--- src/rtl/lamp_log_issue_ctrl_pkg.sv ---
// ============================================================================
// Module : lamp_log_issue_ctrl_pkg
// Brief  : Shared types, constants and the operand classifier for the log issue sequencer
// Rev    : 1.0 - initial release
// ============================================================================
`default_nettype none

package lamp_log_issue_ctrl_pkg;

  localparam int LAMP_FLOAT_DW   = 16;
  localparam int LAMP_FLOAT_E_DW = 8;
  localparam int LAMP_FLOAT_F_DW = 7;
  localparam logic [LAMP_FLOAT_DW-1:0] LAMP_CANONICAL_QNAN = 16'h7FC0;

  typedef enum logic [1:0] {
    IDLE  = 2'd0,
    ISSUE = 2'd1,
    GAP   = 2'd2
  } logIssueState_t;

  typedef struct packed {
    logic timeout;
    logic toRound;
    logic underflow;
    logic overflow;
  } logResFlags_t;

  // Returns {isInf, isDN, isZ, isSNAN, isQNAN} for a packed bfloat16 operand.
  function automatic logic [4:0] FUNC_checkOperand(input logic [LAMP_FLOAT_DW-1:0] op);
    logic [LAMP_FLOAT_E_DW-1:0] e;
    logic [LAMP_FLOAT_F_DW-1:0] f;
    logic is_inf, is_dn, is_z, is_snan, is_qnan;
    e       = op[14:7];
    f       = op[6:0];
    is_inf  = (&e) && (f == '0);
    is_dn   = (e == '0) && (f != '0);
    is_z    = (e == '0) && (f == '0);
    is_snan = (&e) && (f != '0) && !f[6];
    is_qnan = (&e) && f[6];
    return {is_inf, is_dn, is_z, is_snan, is_qnan};
  endfunction

endpackage

`default_nettype wire

--- src/rtl/lamp_log_issue_ctrl_if.sv ---
// ============================================================================
// Module : lamp_log_issue_ctrl_if
// Brief  : Operand stream, log-core handshake and result stream of the issue sequencer
// Rev    : 1.0 - initial release
// ============================================================================
`default_nettype none

interface lamp_log_issue_ctrl_if;
  import lamp_log_issue_ctrl_pkg::*;

  logic                       op_valid_i;
  logic                       op_ready_o;
  logic [LAMP_FLOAT_DW-1:0]   op_i;

  logic                       doLog_o;
  logic                       s_op_o;
  logic [LAMP_FLOAT_E_DW-1:0] e_op_o;
  logic [LAMP_FLOAT_F_DW-1:0] f_op_o;
  logic                       isZ_op_o;
  logic                       isInf_op_o;
  logic                       isSNAN_op_o;
  logic                       isQNAN_op_o;
  logic                       isDN_op_o;

  logic                       s_res_i;
  logic [LAMP_FLOAT_E_DW-1:0] e_res_i;
  logic [LAMP_FLOAT_F_DW-1:0] f_res_i;
  logic                       valid_i;
  logic                       isOverflow_i;
  logic                       isUnderflow_i;
  logic                       isToRound_i;

  logic                       res_valid_o;
  logic                       res_ready_i;
  logic [LAMP_FLOAT_DW-1:0]   res_o;
  logic [3:0]                 res_flags_o;
  logic                       busy_o;

  modport slave (
    input  op_valid_i, op_i,
    input  s_res_i, e_res_i, f_res_i, valid_i, isOverflow_i, isUnderflow_i, isToRound_i,
    input  res_ready_i,
    output op_ready_o, doLog_o, s_op_o, e_op_o, f_op_o,
    output isZ_op_o, isInf_op_o, isSNAN_op_o, isQNAN_op_o, isDN_op_o,
    output res_valid_o, res_o, res_flags_o, busy_o
  );

  modport master (
    output op_valid_i, op_i,
    output s_res_i, e_res_i, f_res_i, valid_i, isOverflow_i, isUnderflow_i, isToRound_i,
    output res_ready_i,
    input  op_ready_o, doLog_o, s_op_o, e_op_o, f_op_o,
    input  isZ_op_o, isInf_op_o, isSNAN_op_o, isQNAN_op_o, isDN_op_o,
    input  res_valid_o, res_o, res_flags_o, busy_o
  );

endinterface

`default_nettype wire

--- src/rtl/lamp_log_issue_ctrl_fifo.sv ---
// ============================================================================
// Module : lamp_log_res_fifo
// Brief  : First-word-fall-through result FIFO with synchronous reset
// Rev    : 1.0 - initial release
// ============================================================================
`default_nettype none

module lamp_log_res_fifo #(
  parameter int WIDTH = 20,
  parameter int DEPTH = 4
) (
  input  logic                       clk,
  input  logic                       rst,
  input  logic                       push_i,
  input  logic [WIDTH-1:0]           data_i,
  input  logic                       pop_i,
  output logic                       valid_o,
  output logic [WIDTH-1:0]           data_o,
  output logic [$clog2(DEPTH+1)-1:0] count_o
);

  localparam int AW = (DEPTH > 1) ? $clog2(DEPTH) : 1;
  localparam int CW = $clog2(DEPTH+1);

  logic [WIDTH-1:0] mem_q [DEPTH];
  logic [AW-1:0]    wr_q, rd_q;
  logic [CW-1:0]    cnt_q;
  logic             do_push, do_pop;

  assign do_pop  = pop_i && (cnt_q != '0);
  // A pop frees the head slot in the same edge, so a full FIFO may still accept.
  assign do_push = push_i && ((cnt_q != CW'(DEPTH)) || do_pop);

  always_ff @(posedge clk) begin
    if (rst) begin
      wr_q  <= '0;
      rd_q  <= '0;
      cnt_q <= '0;
    end else begin
      if (do_push) wr_q <= wr_q + AW'(1);
      if (do_pop)  rd_q <= rd_q + AW'(1);
      case ({do_push, do_pop})
        2'b10:   cnt_q <= cnt_q + CW'(1);
        2'b01:   cnt_q <= cnt_q - CW'(1);
        default: cnt_q <= cnt_q;
      endcase
    end
  end

  always_ff @(posedge clk) begin
    if (do_push) mem_q[wr_q] <= data_i;
  end

  assign valid_o = (cnt_q != '0);
  assign data_o  = valid_o ? mem_q[rd_q] : '0;
  assign count_o = cnt_q;

endmodule

`default_nettype wire

--- src/rtl/lamp_log_issue_ctrl.sv ---
// ============================================================================
// Module : lamp_log_issue_ctrl
// Brief  : Issues bfloat16 operands to lampFPU_log one at a time and queues results
// Rev    : 1.0 - initial release
// ============================================================================
`default_nettype none

module lamp_log_issue_ctrl
  import lamp_log_issue_ctrl_pkg::*;
#(
  parameter int FIFO_DEPTH     = 4,
  parameter int GAP_CYCLES     = 2,
  parameter int TIMEOUT_CYCLES = 64
) (
  input  logic                 clk,
  input  logic                 rst,
  lamp_log_issue_ctrl_if.slave bus
);

  localparam int TW = $clog2(TIMEOUT_CYCLES+1);
  localparam int GW = $clog2(GAP_CYCLES+1);
  localparam int CW = $clog2(FIFO_DEPTH+1);
  localparam int RW = LAMP_FLOAT_DW + 4;

  logIssueState_t           state_q, state_d;
  logic [TW-1:0]            tcnt_q, tcnt_d;
  logic [GW-1:0]            gap_q, gap_d;
  logic                     doLog_q, doLog_d;
  logic [LAMP_FLOAT_DW-1:0] op_q, op_d;
  logic [4:0]               cls_q, cls_d;
  logic                     rdy_en_q;

  logic                     op_ready;
  logic                     accept;
  logic                     push;
  logResFlags_t             push_flags;
  logic [LAMP_FLOAT_DW-1:0] push_res;
  logic                     fifo_valid;
  logic [RW-1:0]            fifo_data;
  logic [CW-1:0]            fifo_count;

  // rdy_en_q keeps op_ready_o low for the first cycle after reset release.
  assign op_ready = rdy_en_q && (state_q == IDLE) && (fifo_count < CW'(FIFO_DEPTH));
  assign accept   = bus.op_valid_i && op_ready;

  always_ff @(posedge clk) begin
    if (rst) begin
      state_q  <= IDLE;
      tcnt_q   <= '0;
      gap_q    <= '0;
      doLog_q  <= 1'b0;
      op_q     <= '0;
      cls_q    <= '0;
      rdy_en_q <= 1'b0;
    end else begin
      state_q  <= state_d;
      tcnt_q   <= tcnt_d;
      gap_q    <= gap_d;
      doLog_q  <= doLog_d;
      op_q     <= op_d;
      cls_q    <= cls_d;
      rdy_en_q <= 1'b1;
    end
  end

  always_comb begin
    state_d    = state_q;
    tcnt_d     = tcnt_q;
    gap_d      = gap_q;
    doLog_d    = doLog_q;
    op_d       = op_q;
    cls_d      = cls_q;
    push       = 1'b0;
    push_flags = '0;
    push_res   = '0;
    case (state_q)
      IDLE: begin
        if (accept) begin
          op_d    = bus.op_i;
          cls_d   = FUNC_checkOperand(bus.op_i);
          tcnt_d  = '0;
          doLog_d = 1'b1;
          state_d = ISSUE;
        end
      end
      ISSUE: begin
        if (bus.valid_i) begin
          push                 = 1'b1;
          push_res             = {bus.s_res_i, bus.e_res_i, bus.f_res_i};
          push_flags.toRound   = bus.isToRound_i;
          push_flags.underflow = bus.isUnderflow_i;
          push_flags.overflow  = bus.isOverflow_i;
          doLog_d              = 1'b0;
          gap_d                = '0;
          state_d              = GAP;
        end else if (tcnt_q == TW'(TIMEOUT_CYCLES-1)) begin
          push               = 1'b1;
          push_res           = LAMP_CANONICAL_QNAN;
          push_flags.timeout = 1'b1;
          doLog_d            = 1'b0;
          gap_d              = '0;
          state_d            = GAP;
        end else begin
          tcnt_d = tcnt_q + TW'(1);
        end
      end
      GAP: begin
        if (gap_q == GW'(GAP_CYCLES-1)) begin
          state_d = IDLE;
        end else begin
          gap_d = gap_q + GW'(1);
        end
      end
      default: begin
        state_d = IDLE;
        doLog_d = 1'b0;
      end
    endcase
  end

  lamp_log_res_fifo #(
    .WIDTH (RW),
    .DEPTH (FIFO_DEPTH)
  ) u_res_fifo (
    .clk     (clk),
    .rst     (rst),
    .push_i  (push),
    .data_i  ({push_flags, push_res}),
    .pop_i   (bus.res_ready_i),
    .valid_o (fifo_valid),
    .data_o  (fifo_data),
    .count_o (fifo_count)
  );

  assign bus.op_ready_o  = op_ready;
  assign bus.doLog_o     = doLog_q;
  assign bus.s_op_o      = op_q[15];
  assign bus.e_op_o      = op_q[14:7];
  assign bus.f_op_o      = op_q[6:0];
  assign bus.isInf_op_o  = cls_q[4];
  assign bus.isDN_op_o   = cls_q[3];
  assign bus.isZ_op_o    = cls_q[2];
  assign bus.isSNAN_op_o = cls_q[1];
  assign bus.isQNAN_op_o = cls_q[0];
  assign bus.res_valid_o = fifo_valid;
  assign bus.res_o       = fifo_data[LAMP_FLOAT_DW-1:0];
  assign bus.res_flags_o = fifo_data[RW-1:LAMP_FLOAT_DW];
  assign bus.busy_o      = (state_q != IDLE);

endmodule

`default_nettype wire
--- src/flat_wrapper.sv ---
// flat-port wrapper written by rule: the top's interface ports become plain ports
module lamp_log_issue_ctrl_flat import lamp_log_issue_ctrl_pkg::*;
#(
  parameter int FIFO_DEPTH     = 4,
  parameter int GAP_CYCLES     = 2,
  parameter int TIMEOUT_CYCLES = 64
)
  (clk, rst, bus_op_valid_i, bus_op_i, bus_s_res_i, bus_e_res_i, bus_f_res_i, bus_valid_i, bus_isOverflow_i, bus_isUnderflow_i, bus_isToRound_i, bus_res_ready_i, bus_op_ready_o, bus_doLog_o, bus_s_op_o, bus_e_op_o, bus_f_op_o, bus_isZ_op_o, bus_isInf_op_o, bus_isSNAN_op_o, bus_isQNAN_op_o, bus_isDN_op_o, bus_res_valid_o, bus_res_o, bus_res_flags_o, bus_busy_o);
  lamp_log_issue_ctrl_if bus_i ();
  input  logic clk;
  input  logic rst;
  input wire logic [$bits(bus_i.op_valid_i)-1:0] bus_op_valid_i;
  input wire logic [$bits(bus_i.op_i)-1:0] bus_op_i;
  input wire logic [$bits(bus_i.s_res_i)-1:0] bus_s_res_i;
  input wire logic [$bits(bus_i.e_res_i)-1:0] bus_e_res_i;
  input wire logic [$bits(bus_i.f_res_i)-1:0] bus_f_res_i;
  input wire logic [$bits(bus_i.valid_i)-1:0] bus_valid_i;
  input wire logic [$bits(bus_i.isOverflow_i)-1:0] bus_isOverflow_i;
  input wire logic [$bits(bus_i.isUnderflow_i)-1:0] bus_isUnderflow_i;
  input wire logic [$bits(bus_i.isToRound_i)-1:0] bus_isToRound_i;
  input wire logic [$bits(bus_i.res_ready_i)-1:0] bus_res_ready_i;
  output wire logic [$bits(bus_i.op_ready_o)-1:0] bus_op_ready_o;
  output wire logic [$bits(bus_i.doLog_o)-1:0] bus_doLog_o;
  output wire logic [$bits(bus_i.s_op_o)-1:0] bus_s_op_o;
  output wire logic [$bits(bus_i.e_op_o)-1:0] bus_e_op_o;
  output wire logic [$bits(bus_i.f_op_o)-1:0] bus_f_op_o;
  output wire logic [$bits(bus_i.isZ_op_o)-1:0] bus_isZ_op_o;
  output wire logic [$bits(bus_i.isInf_op_o)-1:0] bus_isInf_op_o;
  output wire logic [$bits(bus_i.isSNAN_op_o)-1:0] bus_isSNAN_op_o;
  output wire logic [$bits(bus_i.isQNAN_op_o)-1:0] bus_isQNAN_op_o;
  output wire logic [$bits(bus_i.isDN_op_o)-1:0] bus_isDN_op_o;
  output wire logic [$bits(bus_i.res_valid_o)-1:0] bus_res_valid_o;
  output wire logic [$bits(bus_i.res_o)-1:0] bus_res_o;
  output wire logic [$bits(bus_i.res_flags_o)-1:0] bus_res_flags_o;
  output wire logic [$bits(bus_i.busy_o)-1:0] bus_busy_o;
  assign bus_i.op_valid_i = bus_op_valid_i;
  assign bus_i.op_i = bus_op_i;
  assign bus_i.s_res_i = bus_s_res_i;
  assign bus_i.e_res_i = bus_e_res_i;
  assign bus_i.f_res_i = bus_f_res_i;
  assign bus_i.valid_i = bus_valid_i;
  assign bus_i.isOverflow_i = bus_isOverflow_i;
  assign bus_i.isUnderflow_i = bus_isUnderflow_i;
  assign bus_i.isToRound_i = bus_isToRound_i;
  assign bus_i.res_ready_i = bus_res_ready_i;
  assign bus_op_ready_o = bus_i.op_ready_o;
  assign bus_doLog_o = bus_i.doLog_o;
  assign bus_s_op_o = bus_i.s_op_o;
  assign bus_e_op_o = bus_i.e_op_o;
  assign bus_f_op_o = bus_i.f_op_o;
  assign bus_isZ_op_o = bus_i.isZ_op_o;
  assign bus_isInf_op_o = bus_i.isInf_op_o;
  assign bus_isSNAN_op_o = bus_i.isSNAN_op_o;
  assign bus_isQNAN_op_o = bus_i.isQNAN_op_o;
  assign bus_isDN_op_o = bus_i.isDN_op_o;
  assign bus_res_valid_o = bus_i.res_valid_o;
  assign bus_res_o = bus_i.res_o;
  assign bus_res_flags_o = bus_i.res_flags_o;
  assign bus_busy_o = bus_i.busy_o;
  lamp_log_issue_ctrl #(.FIFO_DEPTH(FIFO_DEPTH), .GAP_CYCLES(GAP_CYCLES), .TIMEOUT_CYCLES(TIMEOUT_CYCLES)) u_core (.clk(clk), .rst(rst), .bus(bus_i));
endmodule
--- config.mk ---
export PLATFORM = sky130hd
export DESIGN_NAME = lamp_log_issue_ctrl_flat
export DESIGN_NICKNAME = d
export VERILOG_FILES = /design/src/rtl/lamp_log_issue_ctrl_pkg.sv /design/src/rtl/lamp_log_issue_ctrl_if.sv /design/src/rtl/lamp_log_issue_ctrl_fifo.sv /design/src/rtl/lamp_log_issue_ctrl.sv /design/src/flat_wrapper.sv
export SDC_FILE = /design/constraint.sdc
export NUM_CORES = 1
export LEC_CHECK = 0
export CAP_MARGIN = 20
export CORE_MARGIN = 8
export CORE_UTILIZATION = 28
export CTS_BUF_LIST = sky130_fd_sc_hd__clkbuf_4
export DETAILED_ROUTE_END_ITERATION = 6
export PLACE_DENSITY = 0.58
export SYNTH_ARGS = -nofsm -noshare
export SYNTH_HDL_FRONTEND = slang
export SYNTH_SLANG_ARGS = --single-unit
--- constraint.sdc ---
create_clock -name clk -period 3.4 [get_ports clk]
set_clock_uncertainty 0.2 [all_clocks]
set_input_delay 0.68 -clock clk [delete_from_list [all_inputs] [get_ports clk]]
set_output_delay 0.68 -clock clk [all_outputs]
set_load 0.02 [all_outputs]
==> summary.txt, run 1 <==
Setup path
  – CP Data Arrival Time: ~2.3 ns
  – Critical path's slowest cell: mux4_2
  – Crit path required time: 2.52 ns
  – Worst r2r src: u_core.tcnt_q[0]
  – CP max stage delay: 0.55 ns
  – R2r setup slk: 0.90 ns
  – FF-to-FF path depth: 9
  – Crit path max fanout: 20
  – Crit end category: output port
  – Worst path bufs/invs: 2
  – CP Cell Sequence: buf_12 -> mux4_2 -> and2_1 -> clkdlybuf4s50_1
  – Kind of critical path: reg -> out
  – Critical path startpoint category: register
  – Delay-heaviest family, CP: buffers and inverters
  – Worst path depth: 4

Global routing
  – Grt ovf: 0
  – Gr usage total: 0.106
  – First-pass GRT wire length: 18,700 um
  – Largest net degree at the start of global routing: 43
  – Initial antenna violation count: 0
  – Vias in the first global route: 3,638

Timing
  – Normalized max-slew margin: 0.553
  – Crit share post-route: 0.945
  – Count of final hold-check violations: 0
  – Minimum clock period: 3.21 ns
  – Slew Limit Fails: 0
  – FMAX: 311 MHz
  – Final setup fails: 0
  – Measured slew at the worst slew-check pin: 0.666 ns
  – Setup Total Neg Slack: 0 ns
  – RSZ-0062 raised after global routing: no

Synth
  – FFs w/ async S/R, synth: 0
  – Syn_area_per_cell: 13.0 um2
  – Post-synth net total: 443
  – Yosys top cell by area: edfxtp_1
  – Post-Syn Area: 5140 um2
  – Top_reg_cell synth: edfxtp_1
  – FF+latch count, synth: 123
  – Number of distinct library cells after synthesis: 49
  – Count of warnings emitted by yosys: 0
  – Top cells by area, synth: edfxtp_1 47%, dfxtp_1 17%, mux4_2 8.8%
  – Number of flops mapped to enable cells by yosys: 80
  – Synth Instances: 396
  – Share of Yosys cell area claimed by the top area cell type: 0.467
  – Sequential-to-total area share from yosys stat: 0.634

Hold path
  – Hold Startpoint: u_core.tcnt_q[6]
  – Hold Path Class: reg -> reg
  – Hold path depth: 2

CTS
  – Setup bufs post-CTS: 0
  – Reg clk slew, reported paths: 0.11 ns
  – Clock root buffer: clkbuf_4
  – Htree depth: 4
  – Clk sinks: 123
  – Max Buffers Root-to-Sink: 2
  – Num CTS Buffers: 17
  – TritonCTS clock tree: built
  – Clock latency on the worst-skew pair: ~0.51 ns

Placement
  – DP HPWL: 7660 um
  – Post-DP Area: about 6300 um2
  – IO buf count: between 80 and 90
  – Final RePlAce weighted congestion: 0.778

Floorplanning
  – DIE WIDTH: 152 um
  – CORE AREA: between 15,000 and 20,000 um2
  – Rows: 49
  – Die height: 152 um
  – Die area: approximately 23,000 um2
  – Starting density of the core: 0.285
  – I/O pin cnt: between 80 and 90

Pwr
  – Power Dens Cells: 593 nW/um2
  – Leakage: 0.00224 uW
  – IR drop worst, VDD: ~0.39 mV
  – Total power: 3900 uW

Drt
  – WL per Instance: about 16 um
  – TritonRoute pass-1 iters: 4
  – Vias per Instance: 4.68
  – ANT nets after route: 0
  – Total number of vias: 3,419
  – DRC viols: 0
  – Final WL: around 12,000 um
  – DR iter-0 viols: 198

Final layout
  – Layout cells sized above 1: 0.143
  – Multi-input gate area: 1730 um2
  – Sequential cell area: 3260 um2
  – Ant diodes: 0
  – Nets: 537
  – Post-route cell area: 6580 um2
  – Area Growth Syn to Fin: 27.9%
  – Fillers: 1,763

Run
  – Maxcap violations: 0

Outcome
  – Status: finished, final reports clean
[power by group]
group	switching [uW]	total, uW	internal (uW)
clock	558	1070	509
combinational	576	1150	572
sequential	46.4	1690	1640
total	1180	3900	2720
[layer usage]
metal | share of wire | wire (um) | global-route usage | vias up
met5 | 0 | 0 | 0 | -
met1 | 0.45 | 5200 | 0.130 | 1649
li1 | - | - | - | 1649
met4 | 0.0043 | 50 | 0.0269 | 0
met2 | 0.45 | 5220 | 0.164 | 115
met3 | 0.098 | 1140 | 0.0526 | 6
[through the flow]
| stage | hold slack [ns] | utilization | setup slack [ns] | instances |
|---|---|---|---|---|
| after floorplan | 0.215 | - | 0.591 | 396 |
| after global placement | 0.227 | 0.348 | 0.520 | 700 |
| after detailed placement | 0.241 | 0.348 | 0.405 | 700 |
| after CTS | 0.261 | 0.365 | 0.0957 | 731 |
| after global routing | 0.271 | 0.365 | 0.0339 | 731 |
| final | 0.253 | 0.365 | 0.186 | 731 |
[what timing repair did]
action	CTS	global route
endpoints found under the setup margin	21	0
hold buffers	0	0
gates resized for setup	2	0
[tightest hold or removal path, stage by stage (launching register included)]
cell	delay, ns
dfxtp_1	0.33
nand2_1	0.05
a31oi_1	0.03
[cell families (layout without fill, tap and decap cells)]
logic type      count (synthesis)  after routing  synth area share
compound gates                 60             60            0.0720
xor+xnor                        2              2           0.00341
fa+ha+maj                       7              7            0.0185
buf+inv                        38            144            0.0309
flops                         123            123             0.634
mux                            25             25            0.0978
simple gates                  141            141             0.143
[registers in the layout (all words and copies together) (netlist names), named ones only]
register / count
u_core.u_res_fifo.count_o: 3
u_core.u_res_fifo.mem_q: 80
u_core.state_q: 2
u_core.u_res_fifo.rd_q: 2
u_core.u_res_fifo.wr_q: 2
u_core.bus.doLog_o: 1
u_core.tcnt_q: 7
u_core.gap_q: 2
u_core.cls_q: 5
u_core.op_q: 16
u_core.rdy_en_q: 1
[layout by cell type (no fill, tap or decap), types with 3 or more instances in the layout]
cell type / instances
nand2_1: 44
a22oi_1: 3
buf_4: 10
a21oi_1: 36
nand3_1: 7
or2_2: 3
and2_1: 34
edfxtp_1: 80
and3_1: 4
nand4_1: 6
mux4_2: 20
o21ai_0: 3
inv_1: 17
clkdlybuf4s50_1: 84
nor2_1: 19
nor3_1: 5
clkinv_4: 4
a2111o_1: 3
clkbuf_4: 17
nor4_1: 5
bufinv_16: 3
mux2i_1: 3
dfxtp_1: 43
ha_1: 6
o2111ai_1: 3
nand2b_1: 3
[final cells by class]
type / instances / share of cell area
Sequential cell: 123 / 0.496
Multi-Input combinational cell: 235 / 0.262
Timing Repair Buffer: 95 / 0.142
Tap cell: 229 / 0.0436
Clock inverter: 14 / 0.0261
Clock buffer: 17 / 0.0194
Inverter: 18 / 0.0103
[Yosys cell counts (2+ instances only)]
cell type   n
a22oi_1     3
o2111ai_1   3
or3_1       3
mux2i_1     3
nand3_1     7
dfxtp_1    43
nor4_1      5
and3_1      4
edfxtp_1   80
nor2_1     19
buf_2       4
inv_1      17
ha_1        6
nor3_1      5
and2_1     34
o31a_1      2
a2bb2oi_1   2
a21oi_1    36
nand4_1     6
mux2_2      2
a31oi_1     2
a2111o_1    3
clkbuf_1   13
or2_2       3
o21ai_0     3
mux4_2     20
nand2_1    44
nand2b_1    3
[worst paths after layout]
kind	end
max reg2reg	u_core.u_res_fifo.count_o[2]
max	bus_res_o[13]
min reg2reg	u_core.tcnt_q[6]
min	u_core.tcnt_q[6]
Power figures use the tool's default switching activity.
==> run 2, diff against run 1 <==
Settings changed: SYNTH_HIERARCHICAL set to 1.
==> run 2 against run 1 <==
  * Sequential share of layout area is 0.45 points lower
  * Clock-buffer cell count stayed put
  * Hold slack worse by 0.012 ns
  * Non-clock buffer count is 1 higher
  * Design area is 1.0% higher
  * Combinational power is 79% lower
  * Maximum frequency is 1.3% lower
  * Synthesized cell count is 0.51% lower
  * Sequential power is 4% lower
  * Die area is 1.7% higher
  * Routed wire length is 3.2% higher
  * Critical endpoint is now bus_res_o[7]
==> summary.txt, run 2 <==
Outcome
  – Status: finished, final reports clean (unchanged)

Placement
  – DP Cell Count: 701 (was 700)
  – Final RePlAce weighted congestion: 0.730 (was 0.778)
  – IO buf count: 84 (unchanged)
  – Dpl ws: 0.472 ns (was 0.405 ns)
  – DP HPWL: 8150 um (was 7660 um)

Drt
  – DRC viols: 0 (unchanged)
  – ANT nets after route: 0 (unchanged)
  – Vias per Instance: 4.70 (was 4.68)
  – Total number of vias: 3,443 (was 3,419)
  – DR iter-0 viols: 177 (was 198)
  – TritonRoute pass-1 iters: 4 (unchanged)
  – Final WL: 12,000 um (was 11,600 um)
  – WL per Instance: 16.3 um (was 15.9 um)

CTS
  – TritonCTS clock tree: built (unchanged)
  – Clk sinks: 123 (unchanged)
  – Max Buffers Root-to-Sink: 2 (unchanged)
  – Clock latency on the worst-skew pair: 0.53 ns (was 0.51 ns)
  – # resized after CTS: 2 (unchanged)
  – Num CTS Buffers: 17 (unchanged)
  – Hold buffer count at CTS: 0 (unchanged)
  – Htree depth: 4 (unchanged)
  – Setup bufs post-CTS: 0 (unchanged)
  – Reg clk slew, reported paths: 0.12 ns (was 0.11 ns)
  – Clock root buffer: clkbuf_4 (unchanged)

Setup path
  – Critical path startpoint category: register (unchanged)
  – Kind of critical path: reg -> out (unchanged)
  – Crit path required time: 2.52 ns (about the same)
  – CP Data Arrival Time: 2.38 ns (was 2.33 ns)
  – Crit path max fanout: 16 (was 20)
  – Crit end category: output port (unchanged)
  – R2r setup slk: 0.84 ns (was 0.90 ns)

Final layout
  – Largest register FFs: 80 (unchanged)
  – Fillers: 1,794 (was 1,763)
  – Layout cells sized above 1: 0.156 (was 0.143)
  – Leading cell type in the layout, fill and taps excluded: edfxtp_1 (was clkdlybuf4s50_1)
  – Final Non-Filler Cells: 733 (was 731)
  – Commonest cells after routing, fill and taps aside: 80 x edfxtp_1, 74 x clkdlybuf4s50_1, 42 x dfxtp_1, 41 x nand2_1, 33 x a21oi_1 (was 84 x clkdlybuf4s50_1, 80 x edfxtp_1, 44 x nand2_1, 43 x dfxtp_1, 36 x a21oi_1)
  – Area Growth Syn to Fin: 26.8% (was 27.9%)
  – Largest Register: u_core/u_res_fifo/mem_q (was u_core.u_res_fifo.mem_q)
  – Ant diodes: 0 (unchanged)
  – Largest registers: u_core/u_res_fifo/mem_q (80), u_core/op_q (16), u_core/tcnt_q (7) (was u_core.u_res_fifo.mem_q (80), u_core.op_q (16), u_core.tcnt_q (7))
  – Nets: 533 (was 537)

Pwr
  – Total power: 2970 uW (was 3900 uW)
  – Leakage: 0.00241 uW (was 0.00224 uW)
  – Power Dens Cells: 447 nW/um2 (was 593 nW/um2)
  – IR drop worst, VDD: 0.228 mV (was 0.393 mV)

Global routing
  – Vias in the first global route: 3,715 (was 3,638)
  – Grt ovf: 0 (unchanged)
  – Initial antenna violation count: 0 (unchanged)
  – Gr usage total: 0.105 (was 0.106)
  – First-pass GRT wire length: 19,300 um (was 18,700 um)
  – Largest net degree at the start of global routing: 28 (was 43)

Timing
  – RSZ-0062 raised after global routing: no (unchanged)
  – Measured slew at the worst slew-check pin: 0.526 ns (was 0.666 ns)
  – Final setup fails: 0 (unchanged)
  – FMAX: 307 MHz (was 311 MHz)
  – Min Hold Slack: 0.242 ns (was 0.253 ns)
  – Worst setup margin: 0.143 ns (was 0.186 ns)
  – Normalized max-slew margin: 0.648 (was 0.553)
  – Minimum clock period: 3.26 ns (was 3.21 ns)
  – Crit share post-route: 0.958 (was 0.945)
  – Count of final hold-check violations: 0 (unchanged)
  – Setup Total Neg Slack: 0 ns (unchanged)
  – Slew Limit Fails: 0 (unchanged)

Floorplanning
  – CORE AREA: 18,500 um2 (was 18,000 um2)
  – Rows: 50 (was 49)
  – I/O pin cnt: 85 (unchanged)
  – DIE WIDTH: 153 um (was 152 um)
  – Starting density of the core: 0.283 (was 0.285)
  – Die area: 23,400 um2 (was 23,000 um2)
  – Die height: 153 um (was 152 um)

Synth
  – Synth cell count leaders: 80 x edfxtp_1, 43 x dfxtp_1, 41 x nand2_1, 33 x a21oi_1, 22 x inv_1 (was 80 x edfxtp_1, 44 x nand2_1, 43 x dfxtp_1, 36 x a21oi_1, 34 x and2_1)
  – Post-Syn Area: 5240 um2 (was 5140 um2)
  – FFs w/ async S/R, synth: 0 (unchanged)
  – Number of distinct library cells after synthesis: 61 (was 49)
  – Synth Instances: 394 (was 396)
  – Number of flops mapped to enable cells by yosys: 80 (unchanged)
  – Top cells by area, synth: edfxtp_1 46%, dfxtp_1 16%, mux4_2 8.6% (was edfxtp_1 47%, dfxtp_1 17%, mux4_2 8.8%)
  – Post-synth net total: 441 (was 443)
  – Yosys top cell by area: edfxtp_1 (unchanged)
  – Top-count cell post-synth: edfxtp_1 (unchanged)
  – Syn_area_per_cell: 13.3 um2 (was 13.0 um2)
  – Sequential-to-total area share from yosys stat: 0.622 (was 0.634)
  – FF+latch count, synth: 123 (unchanged)
  – Share of Yosys cell area claimed by the top area cell type: 0.458 (was 0.467)
  – Top_reg_cell synth: edfxtp_1 (unchanged)
  – Count of warnings emitted by yosys: 6 (was 0)

Run
  – Maxcap violations: 0 (unchanged)

Hold path
  – Hold Path Class: reg -> reg (unchanged)
-- run 2: worst paths after layout --
kind | from | endpoint | depth (start not counted)
setup / recovery | register | bus_res_o[7] | 4
hold / removal | u_core/tcnt_q[6] | u_core/tcnt_q[6] | 2
hold reg to reg | u_core/tcnt_q[6] | u_core/tcnt_q[6] | 2
setup reg to reg | u_core/tcnt_q[0] | u_core/u_res_fifo/count_o[2] | 11
-- run 2: area by class of cell --
type	instances	area, um2	share of cell area
Sequential cell	123	3270	0.492
Multi-Input combinational cell	225	1720	0.258
Timing Repair Buffer	96	968	0.146
Tap cell	234	293	0.0441
Clock inverter	15	186	0.0280
Clock buffer	17	128	0.0192
Inverter	23	86.3	0.0130
-- run 2: critical path: stages (launching register included) --
cell and delay [ns]:
dfxtp_4 0.43, buf_12 0.20, mux4_2 0.51, nor2b_1 0.14, clkdlybuf4s50_1 0.56
-- run 2: kinds of logic (layout without fill, tap and decap cells) --
kind of cell,Yosys count,count (layout),share of synthesized area
buffers and inverters,46,151,0.0508
and+or+nand+nor,126,126,0.136
DFF,123,123,0.622
xor gates and xnor gates,4,4,0.00668
adders and majority gates,7,7,0.0181
AOI/OAI and AO/OA,68,68,0.0800
muxes,20,20,0.0859
-- run 2: where the power goes --
part / switching [uW] / internal [uW] / leakage (uW)
Sequential: 16.0 / 1600 / 0.00109
Combinational: 120 / 120 / 0.00116
Clock: 590 / 524 / 0.000162
-- run 2: layer usage --
metal  GRT usage  part of all wire  vias to the layer above
li1            -                 -                     1644
met1       0.118              0.45                     1677
met2       0.168              0.45                      113
met3      0.0572             0.093                        9
met4      0.0320            0.0081                        0
met5           0                 0                        -
-- run 2: through the flow --
stage | cell area [um2] | utilization
CTS | 6620 | 0.358
floorplan | 5240 | -
global route | 6650 | 0.359
detailed placement | 6300 | 0.340
finish | 6650 | 0.359
global placement | 6300 | 0.340
==> run 3, diff against run 2 <==
Settings changed: CTS_CLUSTER_SIZE set to 28, PLACE_DENSITY 0.58 to 0.54.
==> run 3 against run 2 <==
  * Routed wire length down 1.2%
  * Critical path depth unchanged
  * Clock power down 5%
  * Sequential share of layout area is 0.33 points higher
  * Critical endpoint is now bus_res_flags_o[3]
  * Largest power group unchanged
==> summary.txt, run 3 (synthesis results as in run 2) <==
Floorplanning
  – I/O pin cnt: 85 (unchanged)
  – Starting density of the core: 0.283 (unchanged)
  – Die area: 23,400 um2 (unchanged)
  – DIE WIDTH: 153 um (unchanged)
  – CORE AREA: 18,500 um2 (unchanged)
  – Rows: 50 (unchanged)
  – Die height: 153 um (unchanged)

Timing
  – Count of final hold-check violations: 0 (unchanged)
  – Setup Total Neg Slack: 0 ns (unchanged)
  – Measured slew at the worst slew-check pin: 0.516 ns (was 0.526 ns)
  – Crit share post-route: 0.958 (about the same)
  – Normalized max-slew margin: 0.655 (was 0.648)
  – Final setup fails: 0 (unchanged)
  – Minimum clock period: 3.26 ns (about the same)
  – RSZ-0062 raised after global routing: no (unchanged)
  – Slew Limit Fails: 0 (unchanged)
  – FMAX: 307 MHz (about the same)

Final layout
  – Final Non-Filler Cells: 733 (unchanged)
  – Multi-input gate area: 1720 um2 (unchanged)
  – Largest Register: u_core/u_res_fifo/mem_q (unchanged)
  – Layout cells sized above 1: 0.152 (was 0.156)
  – Nets: 533 (unchanged)
  – Leading cell type in the layout, fill and taps excluded: clkdlybuf4s50_1 (was edfxtp_1)
  – Area Growth Syn to Fin: 25.8% (was 26.8%)
  – Commonest cells after routing, fill and taps aside: 84 x clkdlybuf4s50_1, 80 x edfxtp_1, 43 x dfxtp_1, 41 x nand2_1, 33 x a21oi_1 (was 80 x edfxtp_1, 74 x clkdlybuf4s50_1, 42 x dfxtp_1, 41 x nand2_1, 33 x a21oi_1)
  – Largest register FFs: 80 (unchanged)
  – Sequential cell area: 3260 um2 (was 3270 um2)
  – Ant diodes: 0 (unchanged)
  – Fillers: 1,811 (was 1,794)
  – Largest registers: u_core/u_res_fifo/mem_q (80), u_core/op_q (16), u_core/tcnt_q (7) (unchanged)

CTS
  – TritonCTS clock tree: built (unchanged)
  – Clock root buffer: clkbuf_4 (unchanged)
  – Setup bufs post-CTS: 0 (unchanged)
  – Num CTS Buffers: 17 (unchanged)
  – Hold buffer count at CTS: 0 (unchanged)
  – Reg clk slew, reported paths: 0.11 ns (was 0.12 ns)
  – Clock latency on the worst-skew pair: 0.52 ns (was 0.53 ns)
  – # resized after CTS: 0 (was 2)
  – Max Buffers Root-to-Sink: 2 (unchanged)
  – Clk sinks: 123 (unchanged)
  – Htree depth: 4 (unchanged)

Setup path
  – Crit path max fanout: 20 (was 16)
  – Kind of critical path: reg -> out (unchanged)
  – Critical path's slowest cell: mux4_2 (was clkdlybuf4s50_1)
  – Crit end category: output port (unchanged)
  – Delay-heaviest family, CP: buffers and inverters (unchanged)
  – Critical path startpoint category: register (unchanged)
  – CP Cell Sequence: buf_12 -> mux4_2 -> and2b_1 -> clkdlybuf4s50_1 (was buf_12 -> mux4_2 -> nor2b_1 -> clkdlybuf4s50_1)
  – Worst path bufs/invs: 2 (unchanged)
  – Crit path required time: 2.52 ns (about the same)
  – Worst path depth: 4 (unchanged)
  – FF-to-FF path depth: 11 (unchanged)
  – CP Data Arrival Time: 2.38 ns (about the same)
  – CP max stage delay: 0.55 ns (was 0.56 ns)

Outcome
  – Status: finished, final reports clean (unchanged)

Global routing
  – Initial antenna violation count: 0 (unchanged)
  – Grt ovf: 0 (unchanged)
  – Largest net degree at the start of global routing: 28 (unchanged)
  – Gr usage total: 0.104 (was 0.105)
  – First-pass GRT wire length: 19,200 um (was 19,300 um)
  – Vias in the first global route: 3,603 (was 3,715)

Pwr
  – Power Dens Cells: 441 nW/um2 (was 447 nW/um2)
  – Cell internal pwr: 2170 uW (was 2250 uW)
  – Flop pwr share: 0.557 (was 0.545)
  – IR drop worst, VDD: 0.192 mV (was 0.228 mV)
  – Switching Power: 732 uW (was 726 uW)
  – Clock network fraction of total power: 0.360 (was 0.375)
  – Leakage: 0.00221 uW (was 0.00241 uW)
  – Switching share of power: 0.252 (was 0.244)
  – Comb pwr share: 0.083 (was 0.081)

Placement
  – IO buf count: 84 (unchanged)
  – Final RePlAce weighted congestion: 0.723 (was 0.730)
  – DP HPWL: 7970 um (was 8150 um)
  – DP Cell Count: 701 (unchanged)

Drt
  – DR iter-0 viols: 174 (was 177)
  – ANT nets after route: 0 (unchanged)
  – WL per Instance: 16.1 um (was 16.3 um)
  – TritonRoute pass-1 iters: 4 (unchanged)
  – Vias per Instance: 4.62 (was 4.70)
  – DRC viols: 0 (unchanged)
  – Total number of vias: 3,386 (was 3,443)
  – Final WL: 11,800 um (was 12,000 um)

Hold path
  – Hold path depth: 2 (unchanged)
  – Hold Path Class: reg -> reg (unchanged)

Run
  – Maxcap violations: 0 (unchanged)
[run 3: cell types whose count changed in the layout (fill, tap and decap cells not counted)]
| cell | previous run | this run |
|---|---|---|
| dlymetal6s2s_1 | 10 | 0 |
| dfxtp_4 | 1 | 0 |
| clkinv_1 | 1 | 2 |
| clkinvlp_4 | 3 | 5 |
| clkdlybuf4s50_1 | 74 | 84 |
| clkinv_2 | 2 | 1 |
| bufinv_16 | 3 | 2 |
| inv_6 | 5 | 3 |
| inv_8 | 1 | 2 |
| dfxtp_1 | 42 | 43 |
[run 3: metal layers]
metal / track usage / share of wire / wire length, um
met4: 0.0353 / 0.010 / 121
met3: 0.0476 / 0.093 / 1100
met5: 0 / 0 / 0
met2: 0.170 / 0.47 / 5550
met1: 0.120 / 0.43 / 5060
[run 3: through the flow]
stage	cell area [um2]	hold slack (ns)	util	worst slack (ns)	total power, uW
finish	6600	0.246	0.356	0.144	2910
global route	6600	0.269	0.356	0.00437	3040
CTS	6600	0.244	0.356	0.0686	2950
detailed placement	6300	0.223	0.340	0.533	1900
global placement	6300	0.224	0.340	0.582	1890
floorplan	5240	0.207	-	0.592	1780
[run 3: power by group through the flow]
| stage | Sequential [uW] | Combinational (uW) | Clock, uW |
|---|---|---|---|
| 2_1_floorplan | 1660 | 122 | 0 |
| 3_3_place_gp | 1650 | 241 | 0 |
| 3_5_place_dp | 1650 | 245 | 0 |
| 4_1_cts | 1620 | 246 | 1080 |
| 5_1_grt | 1620 | 264 | 1150 |
| 6_report | 1620 | 241 | 1050 |
[run 3: path summary, 6_finish.rpt]
| kind | start | endpoint | slack (ns) |
|---|---|---|---|
| max reg2reg | u_core/tcnt_q[0] | u_core/u_res_fifo/count_o[2] | 0.87 |
| min reg2reg | u_core/tcnt_q[6] | u_core/tcnt_q[6] | 0.25 |
| max | register | bus_res_flags_o[3] | 0.14 |
| min | u_core/tcnt_q[6] | u_core/tcnt_q[6] | 0.25 |
[run 3: area by class of cell]
class / instances / share of cell area
clock buffers: 17 / 0.0194
clock inverters: 15 / 0.0249
inverters: 23 / 0.0131
multi-input cells: 225 / 0.260
flip-flops and latches: 123 / 0.495
well taps: 234 / 0.0444
repair buffers: 96 / 0.143
[run 3: worst reg2reg max path, delay by kind of cell (launching register included)]
kind,cells,cell delay (ns)
simple gates,5,0.88
flops,1,0.40
buf+inv,2,0.15
compound gates,2,0.41
fa+ha+maj,2,0.42
